==> src/rtl/jpeg_pkg.sv <==
// Shared MJPEG entropy-path constants and the low-bit mask helper,
// used by the bit packer and the byte-stuffing stage.
package jpeg_pkg;

   localparam int unsigned WORD_W = 32;
   localparam int unsigned LEN_W  = 6;
   localparam int unsigned REST_W = 3;
   localparam int unsigned CNT_W  = $clog2(WORD_W);
   localparam int unsigned STRM_W = 2 * WORD_W - 1;

   // Mask keeping the low len bits; len >= WORD_W keeps the whole word.
   function automatic logic [WORD_W-1:0] low_mask(input logic [LEN_W-1:0] len);
      if (len >= LEN_W'(WORD_W)) begin
         return '1;
      end
      return (WORD_W'(1) << len) - WORD_W'(1);
   endfunction

endpackage : jpeg_pkg

==> src/rtl/bitstream.sv <==
// Variable-length MSB-first bit packer emitting 32-bit words.
// Optional macro BITSTREAM_LEN_CHECK_EN adds a simulation check/clamp for ilength > 32.
module bitstream
   import jpeg_pkg::*;
(
   input  logic              clk,
   input  logic              rst,
   input  logic [LEN_W-1:0]  ilength,
   input  logic [WORD_W-1:0] idata,
   output logic [REST_W-1:0] rest,
   output logic              ovalid,
   output logic [WORD_W-1:0] odata
);

   logic [WORD_W-2:0] buf_q,    buf_d;
   logic [CNT_W-1:0]  count_q,  count_d;
   logic [WORD_W-1:0] odata_q,  odata_d;
   logic              ovalid_q, ovalid_d;

   logic [LEN_W-1:0]  len_eff;
   logic [WORD_W-1:0] code_m;
   logic [LEN_W:0]    code_sh;
   logic [STRM_W-1:0] code_la;
   logic [STRM_W-1:0] stream;
   logic [LEN_W:0]    total;

`ifdef BITSTREAM_LEN_CHECK_EN
   assign len_eff = (ilength > LEN_W'(WORD_W)) ? LEN_W'(WORD_W) : ilength;

   always @(posedge clk) begin
      if (!rst && ilength > LEN_W'(WORD_W)) begin
         $error("bitstream: ilength=%0d exceeds %0d, clamped", ilength, WORD_W);
      end
   end
`else
   assign len_eff = ilength;
`endif

   // Stream is left-aligned: pending bits on top, the new code right behind them.
   always_comb begin
      code_m  = idata & low_mask(len_eff);
      code_sh = (LEN_W + 1)'(WORD_W) - (LEN_W + 1)'(len_eff);
      code_la = {code_m, (WORD_W - 1)'(0)} << code_sh;
      stream  = {buf_q, WORD_W'(0)} | (code_la >> count_q);
      total   = (LEN_W + 1)'(count_q) + (LEN_W + 1)'(len_eff);
   end

   always_comb begin
      buf_d    = buf_q;
      count_d  = count_q;
      odata_d  = odata_q;
      ovalid_d = 1'b0;
      if (total >= (LEN_W + 1)'(WORD_W)) begin
         ovalid_d = 1'b1;
         odata_d  = stream[STRM_W-1 -: WORD_W];
         buf_d    = stream[WORD_W-2:0];
         count_d  = CNT_W'(total - (LEN_W + 1)'(WORD_W));
      end else begin
         buf_d    = stream[STRM_W-1 -: (WORD_W - 1)];
         count_d  = CNT_W'(total);
      end
   end

   always_ff @(posedge clk or posedge rst) begin
      if (rst) begin
         buf_q    <= '0;
         count_q  <= '0;
         odata_q  <= '0;
         ovalid_q <= 1'b0;
      end else begin
         buf_q    <= buf_d;
         count_q  <= count_d;
         odata_q  <= odata_d;
         ovalid_q <= ovalid_d;
      end
   end

   // Padding to the next byte boundary, from bits already clocked in.
   assign rest   = REST_W'(4'd8 - {1'b0, count_q[2:0]});
   assign ovalid = ovalid_q;
   assign odata  = odata_q;

endmodule : bitstream

==> config.mk <==
export PLATFORM = sky130hd
export DESIGN_NAME = bitstream
export DESIGN_NICKNAME = d
export VERILOG_FILES = /design/src/rtl/jpeg_pkg.sv /design/src/rtl/bitstream.sv
export SDC_FILE = /design/constraint.sdc
export NUM_CORES = 1
export LEC_CHECK = 0
export ABC_CLOCK_PERIOD_IN_PS = 10850
export CORE_ASPECT_RATIO = 0.75
export CORE_MARGIN = 2
export CORE_UTILIZATION = 39
export CTS_BUF_LIST = sky130_fd_sc_hd__clkbuf_4 sky130_fd_sc_hd__clkbuf_8
export DETAILED_ROUTE_END_ITERATION = 10
export PLACE_DENSITY = 0.6
export SLEW_MARGIN = 40
export SYNTH_ARGS = -nofsm -noshare
export SYNTH_HDL_FRONTEND = slang
export SYNTH_SLANG_ARGS = --single-unit
export TNS_END_PERCENT = 100
==> constraint.sdc <==
create_clock -name clk -period 10.85 [get_ports clk]
set_input_delay 3.255 -clock clk [delete_from_list [all_inputs] [get_ports clk]]
set_output_delay 3.255 -clock clk [all_outputs]
set_load 0.05 [all_outputs]
==> summary.md <==
| Metric | Value |
|---|---|
| Status | `completed` |
| CP top delay family | `compound AO/OA/AOI/OAI gates` |
| Reg-to-reg endpoint | `buf_q[0]` |
| Crit-path slowest cell | `a2111oi_1` |
| CP Buf/Inv Count | `3` |
| Max-slew headroom | `37.4%` |
| Synth Net Count | `1504` |
| Worst vdd ir | `0.414 mV` |
| Syn Std Cell Area | `around 10000 um^2` |
| Flops & latches, synth | `approximately 70` |
| H-tree Lvls | `3` |
| Launch point of the worst reg-to-reg path | `count_q[0]` |
| Clk_lat worst skew | `0.38 ns` |
| Post-CTS Setup Inserts | `0` |
| Leading cell type in the layout, fill and taps excluded | `nor2_1` |
| Layout cell share with drive strength beyond 1 | `11.7%` |
| # port buffers | `between 70 and 80` |
| Worst min path class | `reg -> reg` |
| Vias/cell | `about 7.3` |
| Chip height | `between 100 and 150 um` |
| Share of the synthesized area in the top cell type | `16.5%` |
| Cts hold-fix bufs | `0` |
| Overflow after GRT | `0` |
| Post-synthesis cell count | `1450` |
| GRT Total Usage | `36.0%` |
| Vias in the first global route | `approximately 12000` |
| R2R Setup Slk | `between 6 and 7 ns` |
| GRT met2 Usage | `44.8%` |
| Area leader, netlist | `dfrtp_1` |
| Worst-path maximum fanout | `17` |
| DP HPWL | `41.0 mm` |
| Count of cell types in the netlist | `125` |
| Post-synth EDFFs | `0` |
| Placer Congestion | `1.01` |
| Area growth from synthesis to layout | `12.1%` |
| TritonCTS buffer count | `9` |
| Required @ worst endpoint | `11.09 ns` |
| CP Cell Sequence | `clkdlybuf4s50_1, inv_1, ha_1, ha_1, buf_4, or4b_4, ha_1, or3b_4, o21a_1, o211ai_1, o21ai_0, nand3_1, a2111oi_1, o22ai_1, o31ai_1, nor2_1, or3_1, a211oi_1, o21ai_0` |
| Grt met1 use | `57.6%` |
| CTS Buffer Depth | `2` |
| Initial core utilization | `40.1%` |
| Max Freq | `0.104 GHz` |
| # rows | `51` |
| Commonest cells after routing, fill and taps aside | `nor2_1, nand2_1, a21oi_1` |
| Worst Tran Pin Value | `0.932 ns` |
| Worst setup path endpoint | `buf_q[11]` |
| First-pass GRT wire length | `77.7 mm` |
| Clock skew | `roughly 0.017 ns` |
| Die area | `28200 um^2` |
| Ys flop type | `dfrtp_1` |
| Hold Path Origin | `odata[18]` |
| Worst path depth | `19` |
| Root Driver | `clkbuf_8` |
| TritonCTS clock tree | `built` |
| Post-route DRC | `0` |
| CP startpoint kind | `input port` |
| I/O pin count | `76` |
| Resize count post-CTS | `0` |
| Final number of hold-violating endpoints | `0` |
| Die width | `roughly 190 um` |
| Final nets | `about 1500` |
| Most frequent CP cell | `ha_1` |
| Leakage | `between 4 and 5 nW` |
| Clock-pin slew on the worst setup and hold paths | `around 0.090 ns` |
| TNS Setup | `0 ns` |
| Worst Path Class, Setup | `in -> reg` |
| CP endpoint kind | `register` |
| Max incr delay on CP | `0.74 ns` |
| Power Total | `2.81 mW` |
| Busiest layer in global routing | `met1` |
| Core area | `26200 um^2` |
| DR vias | `approximately 13000` |
| Syn_area_per_cell | `approximately 7.2 um^2` |
| RSZ-0062 raised after global routing | `no` |
| Total clock sinks | `69` |
| Initial antenna violation count | `1` |
| Final Slew Violations | `0` |
| DR WL/cell | `around 29 um` |
| ANT nets after route | `0` |
| Final period util | `between 80% and 90%` |
| Max-cap violations | `0` |
| Largest net degree at the start of global routing | `76` |
| Area contributors post-synth | `dfrtp_1, nor2_1, nand2_1` |
| # setup viols final | `0` |
| Crit. Startpoint | `ilength[1]` |
| Ys async rst share | `100%` |
| CP arrival | `between 9 and 10 ns` |
| Sequential area share after synthesis | `16.5%` |
| Worst-case reg-to-reg path depth | `16` |
| Drt first pass iters | `8` |
| Pwr Density | `239 nW/um^2` |
| Antenna diodes | `0` |
| Met3 Track Usage GR | `between 10% and 20%` |
| DRT Wirelength | `52.8 mm` |
| Final Critical Period | `slightly below 10 ns` |
| Detailed router's first-iteration violation count | `2353` |
| Synthesis Warnings | `0` |
stage by stage:
step           cell area (um^2)  util, %  hold slack [ns]  cells  setup slack (ns)
6_report                  11700     44.9            0.504   1806              1.23
5_1_grt                   11700     44.9            0.534   1806             0.980
4_1_cts                   11700     44.8            0.514   1806              1.51
3_5_place_dp              11500     44.0            0.490   1790              1.13
3_3_place_gp              11500     43.9            0.477   1790              1.18
2_1_floorplan             10500        -            0.472   1450              1.75
worst min path at each step:
stage                      to  depth (start not counted)
detailed placement  odata[18]                          1
global placement     odata[3]                          2
floorplan           buf_q[15]                          1
global route        odata[18]                          1
finish              odata[18]                          1
CTS                 odata[18]                          1
Yosys cell counts, types with 20 or more instances:
master    count
a21oi_1     101
a21o_1       20
o31ai_1      21
buf_2        21
dfrtp_1      69
clkbuf_1     82
o211ai_1     28
or3_1        20
nand4_1      24
nand2_1     136
o21ai_0      67
inv_1        26
nor4_1       20
a211oi_1     26
mux2i_1      24
nor3_1       47
nand3_1      72
nor2_1      154
a31oi_1      32
area by class of cell:
cell class                      instances  area [um^2]
Multi-Input combinational cell       1228         8160
Tap cell                              344          430
Timing Repair Buffer                  119         1080
Sequential cell                        69         1730
Clock inverter                          5         81.3
Clock buffer                           11          151
Fill cell                            2708        14400
Inverter                               30          113
cell families after synthesis:
logic type      Yosys count  share of synthesized area, %
buf+inv                 153                          6.32
simple gates            589                          28.6
flops                    69                          16.5
compound gates          567                          40.4
mux                      48                          5.62
xor+xnor                 10                         0.836
fa+ha+maj                14                          1.74
power by group:
part           switching (mW)  internal [mW]
logic                    1.43          0.667
registers              0.0755          0.377
clock network           0.114          0.142
routing by layer:
layer | vias to the layer above | routed length [um]
met5 | - | 106
met4 | 4 | 546
met3 | 67 | 8370
met2 | 1015 | 19300
met1 | 6380 | 24500
li1 | 5719 | -
sequential cells by signal (all words and copies together), names as in the netlist:
register / cells
buf_q: 31
ovalid: 1
count_q: 5
odata: 32
Power figures use the tool's default switching activity.
